<file path="src/rtl/fd_pipe_stage.sv">
// Fetch/decode stage register: PC + instruction over valid/ready,
// optional 2-entry skid buffer, flush-to-NOP and saturating stall counter.
module fd_pipe_stage #(
   parameter int                 PC_W      = 16,
   parameter int                 INSTR_W   = 16,
   parameter logic [INSTR_W-1:0] NOP_INSTR = 'hE000,
   parameter int                 SKID      = 1,
   parameter int                 CNT_W     = 8
) (
   input  logic               clk,
   input  logic               rst,
   input  logic               flush,
   input  logic               in_valid,
   output logic               in_ready,
   input  logic [PC_W-1:0]    in_pc,
   input  logic [INSTR_W-1:0] in_instr,
   output logic               out_valid,
   input  logic               out_ready,
   output logic [PC_W-1:0]    out_pc,
   output logic [INSTR_W-1:0] out_instr,
   input  logic               cnt_clr,
   output logic [CNT_W-1:0]   stall_cnt
);

   logic               m_vld_q, m_vld_d;
   logic [PC_W-1:0]    m_pc_q, m_pc_d;
   logic [INSTR_W-1:0] m_instr_q, m_instr_d;
   logic               s_vld_q, s_vld_d;
   logic [PC_W-1:0]    s_pc_q, s_pc_d;
   logic [INSTR_W-1:0] s_instr_q, s_instr_d;
   logic [CNT_W-1:0]   cnt_q, cnt_d;
   logic               acc, xfer;

   // With the skid buffer, in_ready depends only on flop state.
   assign in_ready = (SKID != 0) ? ~s_vld_q : (~m_vld_q | out_ready);
   assign acc      = in_valid & in_ready;
   assign xfer     = m_vld_q & out_ready;

   always_comb begin
      m_vld_d   = m_vld_q;
      m_pc_d    = m_pc_q;
      m_instr_d = m_instr_q;
      s_vld_d   = s_vld_q;
      s_pc_d    = s_pc_q;
      s_instr_d = s_instr_q;
      if (flush) begin
         m_vld_d = 1'b0;
         s_vld_d = 1'b0;
      end else if (!m_vld_q || xfer) begin
         if (s_vld_q) begin
            m_vld_d   = 1'b1;
            m_pc_d    = s_pc_q;
            m_instr_d = s_instr_q;
            s_vld_d   = 1'b0;
         end else if (acc) begin
            m_vld_d   = 1'b1;
            m_pc_d    = in_pc;
            m_instr_d = in_instr;
         end else begin
            m_vld_d   = 1'b0;
         end
      end else if (acc && SKID != 0) begin
         s_vld_d   = 1'b1;
         s_pc_d    = in_pc;
         s_instr_d = in_instr;
      end
   end

   always_comb begin
      cnt_d = cnt_q;
      if (cnt_clr)
         cnt_d = '0;
      else if (m_vld_q && !out_ready && !(&cnt_q))
         cnt_d = cnt_q + CNT_W'(1);
   end

   always_ff @(posedge clk or posedge rst) begin
      if (rst) begin
         m_vld_q   <= 1'b0;
         m_pc_q    <= '0;
         m_instr_q <= NOP_INSTR;
         s_vld_q   <= 1'b0;
         s_pc_q    <= '0;
         s_instr_q <= NOP_INSTR;
         cnt_q     <= '0;
      end else begin
         m_vld_q   <= m_vld_d;
         m_pc_q    <= m_pc_d;
         m_instr_q <= m_instr_d;
         s_vld_q   <= s_vld_d;
         s_pc_q    <= s_pc_d;
         s_instr_q <= s_instr_d;
         cnt_q     <= cnt_d;
      end
   end

   assign out_valid = m_vld_q;
   assign out_pc    = m_pc_q;
   assign out_instr = m_vld_q ? m_instr_q : NOP_INSTR;
   assign stall_cnt = cnt_q;

endmodule

</file>
<file path="config.mk">
export PLATFORM = sky130hd
export DESIGN_NAME = fd_pipe_stage
export DESIGN_NICKNAME = d
export VERILOG_FILES = /design/src/rtl/fd_pipe_stage.sv
export SDC_FILE = /design/constraint.sdc
export NUM_CORES = 1
export LEC_CHECK = 0
export CELL_PAD_IN_SITES_DETAIL_PLACEMENT = 1
export CELL_PAD_IN_SITES_GLOBAL_PLACEMENT = 1
export CORE_MARGIN = 2
export CORE_UTILIZATION = 44
export CTS_CLUSTER_SIZE = 25
export DETAILED_ROUTE_END_ITERATION = 10
export PLACE_DENSITY = 0.94
export REMOVE_ABC_BUFFERS = 1
export SYNTH_ARGS = -nofsm -noshare
export SYNTH_HDL_FRONTEND = slang
export SYNTH_SLANG_ARGS = --single-unit
</file>
<file path="constraint.sdc">
create_clock -name clk -period 5.1 [get_ports clk]
set_input_delay 1.02 -clock clk [delete_from_list [all_inputs] [get_ports clk]]
set_output_delay 1.02 -clock clk [all_outputs]
set_load 0.01 [all_outputs]
</file>
==> results_dict.tcl <==
set metrics [dict create \
    critical_path.max_fanout 21 \
    worst-endpoint-required_ps 4080 \
    insertedDiodeCount 0 \
    final_setup_violating_endpoints 0 \
    final-hold-violation-count 0 \
    tritoncts_clock_tree "built" \
    max_slew.worst_pin.slew_ps 1066 \
    post_synth_mux_area_share 0.3412 \
    max_cap_violations 0 \
    cts-htree-levels 3 \
    power.clock.fraction 0.299 \
    sw_frac_of_total 0.2470 \
    criticalPathCategory "register to output port" \
    number_of_global_route_vias_before_repair 2601 \
    p_int_w 0.001197 \
    crit_slowest_cell "sky130_fd_sc_hd__dfrtp_1" \
    max_freq_mhz 340.3 \
    share_comb_of_total_power 0.214 \
    worstSetupEndpointType "output port" \
    rsz0062_at_grt "no" \
    post_cts.repair.setup_buffers 0 \
    switchingPower_w 0.0003925 \
    die-width_um 94.66 \
    fin_worst_hold_slack_ps 507.1 \
    drive_above_1_share 0.3988 \
    final_wtd_congestion 0.8409 \
    number_of_drc_violations_after_detailed_routing_iteration_0 44 \
    hpwl_um 5311 \
    yosysSeqAreaShare 0.5142 \
    crit_arrival_ps 1920 \
    synth-xor-area-share 0 \
    die_height_um 94.66 \
    post_synth_fa_ha_maj_area_fraction 0.003460 \
    ioPinCount 80 \
    drc 0 \
    max_buffers_root_to_sink 2 \
    avgSynthCellArea_um2 14.70 \
    synth-compound-area-share 0.01938 \
    overall_die_area_mm2 0.008960 \
    detail_route.vias_per_cell 5.200 \
    power.static_leakage_nw 2.018 \
    grt_antenna_before_repair 0 \
    place_ws_ps 1908 \
    cts-buffers-inserted 9 \
    setup_ws_ps 2161 \
    placed_cells_incl_taps 420 \
    ir_worst_vdd_mv 0.1295 \
    slew_headroom 0.2883 \
    worstHoldPathType "register to register" \
    cts.root.buffer_cell "sky130_fd_sc_hd__clkbuf_8" \
    fp-row-count 33 \
    worst_setup_hold_path_clk_slew_ps 80 \
    overflow 0 \
    cts_hold_repair.buffers 0 \
    final-max-slew-violation-count 0 \
    period_needed_ps 2939 \
    synth.lib_cells_used.distinct 32 \
    synth-seq-cells 74 \
    status "complete, no violations" \
    timing.clock.skew_ps 10.23 \
    mapped_cells 246 \
    grt_first_pass_wirelength_um 12780 \
    sinks_on_clock_net 74 \
    cp-start-kind "register" \
    timing.critical_path.slowest_cell_delay_ps 790 \
    power_density_mw_per_mm2 341.3 \
    pin_count_of_the_biggest_net_entering_global_routing 54 \
    power.share.sequential 0.487 \
    drt_pre_antenna_iters 4 \
    start_util 0.4468 \
    share_of_the_cycle_needed_by_the_critical_path_after_routing 0.5763 \
    cts-resized-gates 0 \
    synth_top_family_by_area "multiplexers" \
    via_count 2267 \
    io_buffer_count 79 \
    routed_wl_um 7751 \
    route.detailed.wl_per_inst_um 17.78 \
    utilization 0.5753 \
    synth_simple_gate_area_frac 0.08374 \
    synth.yosys.warnings 0 \
    post_layout_nonfiller_instances 436 \
    cell_area_after_synthesis_mm2 0.003616 \
    dominant_cell_type_by_area_after_synthesis "sky130_fd_sc_hd__dfrtp_1" \
    area_growth_pct 28.75 \
    clock_insertion_delay_worst_skew_ps 330 \
    fp.coreArea_mm2 0.008093 \
    route.antenna.remaining_nets 0 \
    crit_chain "and2_1, clkdlybuf4s50_1" \
    fin_nets 365 \
    tns_ps 0 \
    synthDominantCellAreaShare 0.4706 \
    grt_use_total 0.1854 \
    netlist_top_cells_area "sky130_fd_sc_hd__dfrtp_1 (47%), sky130_fd_sc_hd__mux2_2 (21%), sky130_fd_sc_hd__mux2_4 (13%), sky130_fd_sc_hd__dfstp_2 (4.4%), sky130_fd_sc_hd__buf_6 (2.8%)" \
]
[worst max-delay path, delay by kind of cell (launching register included)]
kind | cells | cell delay, ps
and+or+nand+nor | 1 | 250
buffers and inverters | 1 | 540
DFF | 1 | 790
[kinds of logic after synthesis]
group	after synthesis
DFF	74
muxes	99
adders and majority gates	1
AOI/OAI and AO/OA	12
buffers and inverters	17
and+or+nand+nor	43
[metal layers]
| layer | up-vias | track usage | part of all wire |
|---|---|---|---|
| met5 | - | 0 | 0 |
| met4 | 0 | 0.05676 | 0.0067 |
| met3 | 4 | 0.03591 | 0.032 |
| met2 | 46 | 0.3191 | 0.52 |
| met1 | 1172 | 0.2365 | 0.44 |
| li1 | 1045 | - | - |
[flip-flops by register name, indices dropped and copies added (netlist names)]
name,cells
s_vld_q,1
s_instr_q,16
m_instr_q,16
out_valid,1
s_pc_q,16
out_pc,16
stall_cnt,8
[worst paths after layout]
path | cells past startpoint | slack [ps] | from | to
setup / recovery | 2 | 2160 | out_valid | out_instr[1]
max in group asynchronous | 3 | 2890 | rst | m_instr_q[15]
setup reg to reg | 4 | 2540 | out_valid | s_pc_q[12]
min in group asynchronous | 2 | 1280 | rst | s_instr_q[11]
hold reg to reg | 1 | 510 | m_instr_q[1] | m_instr_q[1]
hold / removal | 1 | 510 | m_instr_q[1] | m_instr_q[1]
[power by group through the flow]
stage               Combinational, W  Clock (W)  Sequential [W]
floorplan                   0.000195          0        0.000775
global placement            0.000330          0        0.000777
detailed placement          0.000345          0        0.000783
CTS                         0.000347   0.000490        0.000775
global route                0.000368   0.000514        0.000789
finish                      0.000340   0.000475        0.000774
[per-stage QoR]
stage | power (W) | cell area [um2]
finish | 0.001589 | 4656
global route | 0.001671 | 4656
CTS | 0.001612 | 4656
detailed placement | 0.001128 | 4443
global placement | 0.001107 | 4443
floorplan | 0.0009694 | 3490
[cell usage after synthesis]
library cell               number
sky130_fd_sc_hd__clkbuf_2       1
sky130_fd_sc_hd__and4b_1        3
sky130_fd_sc_hd__nor2b_4        1
sky130_fd_sc_hd__and3_1         4
sky130_fd_sc_hd__nor2_1         1
sky130_fd_sc_hd__ha_1           1
sky130_fd_sc_hd__nand4_1        2
sky130_fd_sc_hd__a211oi_1       2
sky130_fd_sc_hd__clkbuf_1       2
sky130_fd_sc_hd__nor2b_1        2
sky130_fd_sc_hd__nor3_1         3
sky130_fd_sc_hd__nor2_4         1
sky130_fd_sc_hd__and4b_2        1
sky130_fd_sc_hd__buf_2          1
sky130_fd_sc_hd__a31oi_1        1
sky130_fd_sc_hd__buf_4          1
sky130_fd_sc_hd__dfstp_2        6
sky130_fd_sc_hd__nor2_2         1
sky130_fd_sc_hd__mux2i_1        1
sky130_fd_sc_hd__mux2_4        32
sky130_fd_sc_hd__nor3_4         1
sky130_fd_sc_hd__nand2b_1       6
sky130_fd_sc_hd__and4_1         1
sky130_fd_sc_hd__a311oi_1       1
sky130_fd_sc_hd__nand3_2        1
sky130_fd_sc_hd__dfrtp_1       68
sky130_fd_sc_hd__buf_6          9
sky130_fd_sc_hd__a21oi_1        8
sky130_fd_sc_hd__mux2_2        66
sky130_fd_sc_hd__and2_1        13
sky130_fd_sc_hd__inv_1          3
sky130_fd_sc_hd__nand2_1        2
[placed cells by master, fill, tap and decap left out, types with 2 or more instances in the layout]
cell and n:
sky130_fd_sc_hd__mux2_4 32, sky130_fd_sc_hd__nor3_1 3, sky130_fd_sc_hd__clkinvlp_4 3, sky130_fd_sc_hd__dfstp_2 6
sky130_fd_sc_hd__inv_1 2, sky130_fd_sc_hd__clkbuf_8 11, sky130_fd_sc_hd__nor2b_1 2, sky130_fd_sc_hd__nand2_1 2
sky130_fd_sc_hd__and3_1 4, sky130_fd_sc_hd__clkdlybuf4s50_1 79, sky130_fd_sc_hd__a21oi_1 8, sky130_fd_sc_hd__and2_1 13
sky130_fd_sc_hd__nand2b_1 6, sky130_fd_sc_hd__nand4_1 2, sky130_fd_sc_hd__buf_4 4, sky130_fd_sc_hd__mux2_2 66
sky130_fd_sc_hd__a211oi_1 2, sky130_fd_sc_hd__and4b_1 3, sky130_fd_sc_hd__dfrtp_1 67
[final cells by class]
type / instances / area, um2
clock inverter: 5 / 61.31
multi-input combinational: 155 / 1619
fill: 811 / 3437
tap: 105 / 131.4
sequential: 74 / 1861
clock buffer: 11 / 151.4
inverter: 3 / 11.26
timing repair buffer: 83 / 820.8
Power figures use the tool's default switching activity.
